## src/rtl/axil_reg_responder.sv

```systemverilog
// AXI4-Lite slave register bank (NUM_REGS x 32-bit) with OKAY/SLVERR responses.
// Ports:
//   axi_clk, axi_reset_n        clock, asynchronous active-low reset
//   s_axi_aw*/w*/b*             write address / data / response channels
//   s_axi_ar*/r*                read address / data channels
//   reg_wr_pulse, reg_wr_index  one-cycle strobe + index of a committed legal write
//   snap_index, snap_data       combinational register observation port
module axil_reg_responder #(
  parameter int unsigned ADDR_WIDTH  = 11,
  parameter int unsigned NUM_REGS    = 64,
  parameter logic [31:0] RESET_VALUE = 32'h0000_0000
) (
  input  logic                        axi_clk,
  input  logic                        axi_reset_n,
  input  logic                        s_axi_awvalid,
  output logic                        s_axi_awready,
  input  logic [ADDR_WIDTH-1:0]       s_axi_awaddr,
  input  logic                        s_axi_wvalid,
  output logic                        s_axi_wready,
  input  logic [31:0]                 s_axi_wdata,
  input  logic [3:0]                  s_axi_wstrb,
  output logic                        s_axi_bvalid,
  input  logic                        s_axi_bready,
  output logic [1:0]                  s_axi_bresp,
  input  logic                        s_axi_arvalid,
  output logic                        s_axi_arready,
  input  logic [ADDR_WIDTH-1:0]       s_axi_araddr,
  output logic                        s_axi_rvalid,
  input  logic                        s_axi_rready,
  output logic [31:0]                 s_axi_rdata,
  output logic [1:0]                  s_axi_rresp,
  output logic                        reg_wr_pulse,
  output logic [$clog2(NUM_REGS)-1:0] reg_wr_index,
  input  logic [$clog2(NUM_REGS)-1:0] snap_index,
  output logic [31:0]                 snap_data
);

  localparam int unsigned IDX_W       = $clog2(NUM_REGS);
  localparam logic [1:0]  RESP_OKAY   = 2'b00;
  localparam logic [1:0]  RESP_SLVERR = 2'b10;

  typedef enum logic [1:0] {W_IDLE, W_HAVE_AW, W_HAVE_W, W_RESP} wstate_t;
  typedef enum logic {R_IDLE, R_RESP} rstate_t;

  logic [31:0] regs [NUM_REGS];

  // ---------------- write path ----------------
  wstate_t               wstate_q, wstate_d;
  logic                  awready_q, awready_d;
  logic                  wready_q, wready_d;
  logic                  bvalid_q, bvalid_d;
  logic [1:0]            bresp_q, bresp_d;
  logic [ADDR_WIDTH-1:0] aw_addr_q;
  logic [31:0]           w_data_q;
  logic [3:0]            w_strb_q;
  logic                  latch_aw, latch_w, commit;
  logic                  aw_hs, w_hs;
  logic                  wr_pulse_q;
  logic [IDX_W-1:0]      wr_index_q;

  logic [ADDR_WIDTH-1:0] cmt_addr;
  logic [31:0]           cmt_data;
  logic [3:0]            cmt_strb;
  logic [IDX_W-1:0]      cmt_idx;
  logic                  cmt_in_range;
  logic                  wr_en;

  assign aw_hs = s_axi_awvalid && awready_q;
  assign w_hs  = s_axi_wvalid && wready_q;

  // Whichever half arrived earlier comes from its holding register, the other live.
  assign cmt_addr     = (wstate_q == W_HAVE_AW) ? aw_addr_q : s_axi_awaddr;
  assign cmt_data     = (wstate_q == W_HAVE_W)  ? w_data_q  : s_axi_wdata;
  assign cmt_strb     = (wstate_q == W_HAVE_W)  ? w_strb_q  : s_axi_wstrb;
  assign cmt_idx      = cmt_addr[IDX_W+1:2];
  assign cmt_in_range = 32'(cmt_addr[ADDR_WIDTH-1:2]) < NUM_REGS;
  assign wr_en        = commit && cmt_in_range;

  always_comb begin
    wstate_d  = wstate_q;
    awready_d = awready_q;
    wready_d  = wready_q;
    bvalid_d  = bvalid_q;
    bresp_d   = bresp_q;
    latch_aw  = 1'b0;
    latch_w   = 1'b0;
    commit    = 1'b0;
    case (wstate_q)
      W_IDLE: begin
        if (aw_hs && w_hs) begin
          commit = 1'b1;
        end else if (aw_hs) begin
          latch_aw  = 1'b1;
          awready_d = 1'b0;
          wstate_d  = W_HAVE_AW;
        end else if (w_hs) begin
          latch_w  = 1'b1;
          wready_d = 1'b0;
          wstate_d = W_HAVE_W;
        end
      end
      W_HAVE_AW: if (w_hs) commit = 1'b1;
      W_HAVE_W:  if (aw_hs) commit = 1'b1;
      W_RESP: begin
        if (s_axi_bready) begin
          bvalid_d  = 1'b0;
          awready_d = 1'b1;
          wready_d  = 1'b1;
          wstate_d  = W_IDLE;
        end
      end
      default: wstate_d = W_IDLE;
    endcase
    if (commit) begin
      wstate_d  = W_RESP;
      awready_d = 1'b0;
      wready_d  = 1'b0;
      bvalid_d  = 1'b1;
      bresp_d   = cmt_in_range ? RESP_OKAY : RESP_SLVERR;
    end
  end

  always_ff @(posedge axi_clk or negedge axi_reset_n) begin
    if (!axi_reset_n) begin
      wstate_q   <= W_IDLE;
      awready_q  <= 1'b1;
      wready_q   <= 1'b1;
      bvalid_q   <= 1'b0;
      bresp_q    <= RESP_OKAY;
      aw_addr_q  <= '0;
      w_data_q   <= '0;
      w_strb_q   <= '0;
      wr_pulse_q <= 1'b0;
      wr_index_q <= '0;
    end else begin
      wstate_q   <= wstate_d;
      awready_q  <= awready_d;
      wready_q   <= wready_d;
      bvalid_q   <= bvalid_d;
      bresp_q    <= bresp_d;
      wr_pulse_q <= wr_en;
      if (latch_aw) aw_addr_q <= s_axi_awaddr;
      if (latch_w) begin
        w_data_q <= s_axi_wdata;
        w_strb_q <= s_axi_wstrb;
      end
      if (wr_en) wr_index_q <= cmt_idx;
    end
  end

  always_ff @(posedge axi_clk or negedge axi_reset_n) begin
    if (!axi_reset_n) begin
      for (int unsigned i = 0; i < NUM_REGS; i++) regs[i] <= RESET_VALUE;
    end else if (wr_en) begin
      for (int unsigned k = 0; k < 4; k++) begin
        if (cmt_strb[k]) regs[cmt_idx][8*k +: 8] <= cmt_data[8*k +: 8];
      end
    end
  end

  // ---------------- read path ----------------
  rstate_t          rstate_q, rstate_d;
  logic             arready_q, arready_d;
  logic             rvalid_q, rvalid_d;
  logic [31:0]      rdata_q, rdata_d;
  logic [1:0]       rresp_q, rresp_d;
  logic             ar_hs;
  logic             ar_in_range;
  logic [IDX_W-1:0] ar_idx;

  assign ar_hs       = s_axi_arvalid && arready_q;
  assign ar_idx      = s_axi_araddr[IDX_W+1:2];
  assign ar_in_range = 32'(s_axi_araddr[ADDR_WIDTH-1:2]) < NUM_REGS;

  always_comb begin
    rstate_d  = rstate_q;
    arready_d = arready_q;
    rvalid_d  = rvalid_q;
    rdata_d   = rdata_q;
    rresp_d   = rresp_q;
    case (rstate_q)
      R_IDLE: begin
        if (ar_hs) begin
          rstate_d  = R_RESP;
          arready_d = 1'b0;
          rvalid_d  = 1'b1;
          // Bank sampled before this edge's write lands: same-cycle read sees old data.
          rdata_d   = ar_in_range ? regs[ar_idx] : '0;
          rresp_d   = ar_in_range ? RESP_OKAY : RESP_SLVERR;
        end
      end
      R_RESP: begin
        if (s_axi_rready) begin
          rstate_d  = R_IDLE;
          arready_d = 1'b1;
          rvalid_d  = 1'b0;
        end
      end
      default: rstate_d = R_IDLE;
    endcase
  end

  always_ff @(posedge axi_clk or negedge axi_reset_n) begin
    if (!axi_reset_n) begin
      rstate_q  <= R_IDLE;
      arready_q <= 1'b1;
      rvalid_q  <= 1'b0;
      rdata_q   <= '0;
      rresp_q   <= RESP_OKAY;
    end else begin
      rstate_q  <= rstate_d;
      arready_q <= arready_d;
      rvalid_q  <= rvalid_d;
      rdata_q   <= rdata_d;
      rresp_q   <= rresp_d;
    end
  end

  // ---------------- observation ----------------
  always_comb begin
    snap_data = '0;
    if (32'(snap_index) < NUM_REGS) snap_data = regs[snap_index];
  end

  logic unused_addr_bits;
  assign unused_addr_bits = ^{cmt_addr[1:0], s_axi_araddr[1:0]};

  assign s_axi_awready = awready_q;
  assign s_axi_wready  = wready_q;
  assign s_axi_bvalid  = bvalid_q;
  assign s_axi_bresp   = bresp_q;
  assign s_axi_arready = arready_q;
  assign s_axi_rvalid  = rvalid_q;
  assign s_axi_rdata   = rdata_q;
  assign s_axi_rresp   = rresp_q;
  assign reg_wr_pulse  = wr_pulse_q;
  assign reg_wr_index  = wr_index_q;

endmodule

```

## config.mk

```make
export PLATFORM = sky130hd
export DESIGN_NAME = axil_reg_responder
export DESIGN_NICKNAME = d
export VERILOG_FILES = /design/src/rtl/axil_reg_responder.sv
export SDC_FILE = /design/constraint.sdc
export NUM_CORES = 2
export LEC_CHECK = 0
export CORE_MARGIN = 2
export CORE_UTILIZATION = 50
export CTS_CLUSTER_DIAMETER = 200
export CTS_CLUSTER_SIZE = 10
export DETAILED_ROUTE_END_ITERATION = 16
export HOLD_SLACK_MARGIN = 0.08
export PLACE_DENSITY = 0.68
export SKIP_LAST_GASP = 1
export SLEW_MARGIN = 15
export SYNTH_ARGS = -nofsm -noshare
export SYNTH_HDL_FRONTEND = slang
export SYNTH_SLANG_ARGS = --single-unit
```

## constraint.sdc

```tcl
create_clock -name axi_clk -period 2.9 [get_ports axi_clk]
set_input_delay 0.29 -clock axi_clk [delete_from_list [all_inputs] [get_ports axi_clk]]
set_output_delay 0.29 -clock axi_clk [all_outputs]
set_load 0.1 [all_outputs]
```

[Word-level counts from Yosys, hierarchy flattened]
Cells that the tools add are included.
Word-level totals
  word-level logic and storage cells: 184
  register bits after elaboration: 2146
  output and inout port bits: 80
  bits of input ports: 71
Cells by class
  muxes and demuxes: 68
  equal/unequal tests: 11
  magnitude comparators: 6
  bitwise logic cells: 4
  reduce and logical (&&, ||, !) cells: 16
Operator list (count)
  two-way mux 2048 bit: 7
  bitwise mux 2048 bit: 4
  demux 32 bit (select 6 bit): 4
  binary-select mux 32 bit (select 6 bit): 2
  two-way mux 32 bit: 7
  two-way mux 1 bit: 25
  two-way mux 24 bit: 1
  greater-or-equal comparator 7 bit, second input constant: 3
  NOT 6 -> 7 bit: 3
  < comparator 9 x 7 -> 1 bit, second input constant: 2
  two-way mux 16 bit: 1
  != test 3 bit, second input constant: 5
  two-way mux 2 bit: 7
  two-way mux 11 bit: 1
  case mux 1 bit (2 select lines): 5
  two-way mux 8 bit: 1
  AND reduction 4 bit: 2
  < comparator 7 x 1 -> 1 bit, second input constant: 1
  logical AND 1 bit: 6
  AND reduction 2 bit: 3
  AND reduction 5 bit: 1
  equality test 2 bit, second input constant: 2
  two-way mux 4 bit: 1
  != test 2 bit, second input constant: 2
  other kinds (8): 9

[Depth between registers and ports, before layout]
  word-level depth: 18
  depth in mapped cells: 13
  mapped depth without buffers: 7

[Least setup slack after synthesis]
Ideal clock, no wire load.
  kind: input port to output port
  from: in snap_index[1]
  to: out snap_data[25]
  data required time: 2610 ps
  data arrival time: 3592 ps
  path slack: -982 ps
  cell stages on the path: 9
  cell sequence: clkbuf_1 -> clkbuf_1 -> buf_1 -> buf_1 -> mux2i_1 -> a22oi_1 -> nand3_1 -> o311a_1 -> a21oi_1
On the way
  cells in the longest elaborated chain, start to end: 4
Ends and longest elaborated chain
  start, declared: RTL line 34  | input logic [$clog2(NUM_REGS)-1:0] snap_index,
  NOT 6 -> 7 bit (not written as such): RTL line 222  | if (32'(snap_index) < NUM_REGS) snap_data = regs[snap_index];
  binary-select mux 32 bit (select 6 bit): RTL line 222
  two-way mux 32 bit (not written as such) (2 in series): RTL line 222
  end, declared: RTL line 35  | output logic [31:0] snap_data
Every way passes these cells. The select of a mux whose other input is x is not followed.

[Worst setup path after layout]
  from: reg regs[525] (netlist name)
  to: out snap_data[13]
On the way
  cells in the longest elaborated chain, start to end: 3
Ends and longest elaborated chain
  start, declared: RTL line 45  | logic [31:0] regs [NUM_REGS];
  start signal, assigned by index: RTL line 156  | if (cmt_strb[k]) regs[cmt_idx][8*k +: 8] <= cmt_data[8*k +: 8];
  binary-select mux 32 bit (select 6 bit): RTL line 222
  two-way mux 32 bit (not written as such) (2 in series): RTL line 222
Every way passes these cells. The select of a mux whose other input is x is not followed.

==> impl_metrics.yaml <==
yosys:
  syn_inst: 9755
  ys_seq_elements: 2142
  yosysWarningCount: 0
  synth_top_area_share_pct: 48.4
  syn_area_um2: 111000
  synth_edf_count: 0
  netlist.top_cell.by_area: "dfrtp_1"
  synth_cell_types: 55
  ys.flop_type: "dfrtp_1"
  ys_top_cells_by_count: "dfrtp_1 (2,139), nand2_1 (1,425), o21ai_0 (1,393), mux4_2 (939), a21oi_1 (781)"
  avgSynthCellArea_um2: 11.3
  async_flop_share_pct: 100
  yosysMostFrequentCell: "dfrtp_1"
  synth_area_leaders: "dfrtp_1 (48%), mux4_2 (19%), o21ai_0 (6.3%)"
  yosysSeqAreaShare_pct: 48.5
setup_path:
  critPathKind: "flop to output port"
  r2r_slack_ns: 0.09
  cp_slowest_cell: "mux4_2"
  cp_cell_sequence: "mux4_2, mux4_2, a22oi_2, buf_4, nand2_4, buf_12"
  critPathMaxFanout: 3
  slowest_delay_ns: 0.55
  worstReg2RegStart: "wstate_q[0]"
  worst_ep_required_time_ns: 2.61
  cp-start-kind: "flop"
  r2r_cells: 9
  endpoint_kind: "output port"
  cp_common_cell: "mux4_2"
  cp.arrival_ns: 3.21
  rr_endpoint: "regs[1281]"
cells_and_area:
  multi_input_area_um2: 54500
  fill_cells: 17308
  drive_above_1_share_pct: 25.9
  synthToLayoutAreaGrowth_pct: 18.3
  final_cell_area_um2: 131000
  ff_latch_area_um2: 53600
  fin_nets: 10345
clock_network:
  clkTransAtPathRegs_ns: 0.06
  clk_latency_ns: 0.91
  cts_buffer_depth: 3
  cts.sinks: 2142
  cts_tree: "done"
  cts_made_buffers: 232
  htreeDepth: 4
  cts-root-buf: "clkbuf_16"
placed_design:
  io_buffers: 144
  place_area_um2: 123000
  gp_congestion: 0.980
  hpwl_mm: 274
timing:
  worstMarginPinSlew_ns: 1.22
  rsz0062_at_grt: "yes"
  setup_slack_ns: -0.600
  finalHoldViolCount: 0
  finalSetupTns_ns: -8.70
  clock_skew_ns: 0.0385
  slew-limit-headroom_pct: 18.7
  finalCritPeriodShare_pct: 121
  layout_min_cycle_time_ns: 3.50
  max_freq_ghz: 0.286
  setup_viol: 32
  whs_ns: 0.118
  slew_violations: 0
drt:
  finalWirelength_mm: 411
  antenna_left: 0
  vias: 89956
  drc: 0
  viasPerCell: 6.77
  drtIter0Drc: 11926
  wire_per_inst_um: 30.9
  drt-pass1-iter-count: 8
floorplanning:
  die_h_um: 474
  fp-row-count: 172
  io_pins: 151
  die_w_um: 474
  dieArea_um2: 225000
  initial_core_util_pct: 50.4
  core-area_um2: 220000
min_path:
  hold_path_end: "w_data_q[10]"
  hold_class: "input pin to flop"
  min-delay-start: "s_axi_wdata[10]"
  hold_depth: 2
global_route:
  overflow: 0
  grt_use_total_pct: 36.7
  grt_pass1_wl_mm: 603
  antenna_found_initial: 18
  grt_start_max_net_pins: 142
  first_global_vias: 89211
flow_run:
  drv_cap: 0
power:
  vdd_drop_max_v: 0.000687
  leakage_uw: 0.0565
  p_total_uw: 63900
  p_per_area_nw_per_um2: 488
run_status:
  violations: "negative setup slack"
  status: "finished with violations"
-- critical path, delay by kind of cell, from the launching register on --
kind | cells | cell delay (ns)
multiplexers | 2 | 1.03
AND/OR/NAND/NOR | 1 | 0.09
buffers and inverters | 2 | 0.39
AO/OA/AOI/OAI | 1 | 0.42
flip-flops | 1 | 0.39
-- logic make-up (layout without fill, tap and decap cells) --
| logic type | Yosys count | count (layout) | synth area share, % |
|---|---|---|---|
| flops | 2142 | 2142 | 48.5 |
| mux | 1471 | 1471 | 24.1 |
| simple gates | 2560 | 2560 | 10.7 |
| other cells | 1 | 24 | 0.00339 |
| buf+inv | 929 | 1474 | 3.50 |
| compound gates | 2652 | 2652 | 13.3 |
-- per-stage QoR --
stage	std cells	setup WS, ns	util (%)
final	13281	-0.600	59.6
after global routing	13264	-0.706	59.6
after CTS	13240	-0.531	59.5
after detailed placement	12835	-0.559	56.0
after global placement	12835	-0.554	56.0
after floorplan	9756	0.00574	-
-- final cells by class --
cell class / count / area share (%)
timing repair buffer: 1207 / 9.82
tap: 2958 / 2.83
antenna: 22 / 0.0421
clock buffer: 252 / 4.59
multi-input combinational: 6685 / 41.7
clock inverter: 9 / 0.0746
inverter: 6 / 0.0268
sequential: 2142 / 41.0
-- where the power goes --
| part | leakage [µW] | total, µW | switching (µW) | internal, µW |
|---|---|---|---|---|
| Sequential | 0.0299 | 30300 | 281 | 30000 |
| Combinational | 0.0235 | 7480 | 5320 | 2160 |
| Clock | 0.00300 | 26100 | 11800 | 14300 |
| Total | 0.0565 | 63900 | 17400 | 46500 |
-- worst max path at each step --
stage	from	to	slack, ns	cells after the start
floorplan	snap_index[0]	snap_data[4]	0.006	8
detailed placement	snap_index[0]	snap_data[10]	-0.56	9
global placement	snap_index[0]	snap_data[10]	-0.55	9
finish	regs[525]	snap_data[13]	-0.60	6
CTS	regs[941]	snap_data[13]	-0.53	6
global route	regs[845]	snap_data[13]	-0.71	6
-- cells in the final DEF (no fill, tap or decap), drive strengths merged, types with 13 or more instances in the layout --
cell / n
a221oi: 73
a22oi: 196
nor2b: 46
clkdlybuf4s50: 54
inv: 13
o21ai: 1393
mux4: 939
a21oi: 781
a22o: 54
clkbuf: 252
buf: 1130
nor3: 18
a2111oi: 14
a31oi: 13
o22ai: 34
dfrtp: 2139
nor4: 94
dlygate4sd3: 23
nand3: 50
a211oi: 41
nand4: 170
diode: 22
nor2: 724
nand2: 1425
mux2: 71
mux2i: 461
-- sequential cells by signal (all words and copies together), names as in the netlist --
signal         count
s_axi_wready       1
w_data_q          32
s_axi_rvalid       1
aw_addr_q          9
regs            2048
wstate_q           2
s_axi_arready      1
w_strb_q           4
reg_wr_index       6
rstate_q           1
s_axi_rresp        1
s_axi_awready      1
s_axi_bvalid       1
s_axi_rdata       32
s_axi_bresp        1
reg_wr_pulse       1
-- layer usage --
layer  GRT usage [%]  share of wire, %
met4            25.5               8.1
met1            47.0                36
met5           0.130             0.025
met3            11.6                12
met2            53.1                44
-- repair_timing --
action                                 in CTS  in global routing
buffers inserted                          123                 19
resized for setup                         113                 15
endpoints found under the hold margin    1448                  0
setup endpoints to repair                  51                250
pin swaps                                  27                 17
hold buffers                               24                  0
(Power assumes the default switching activity.)
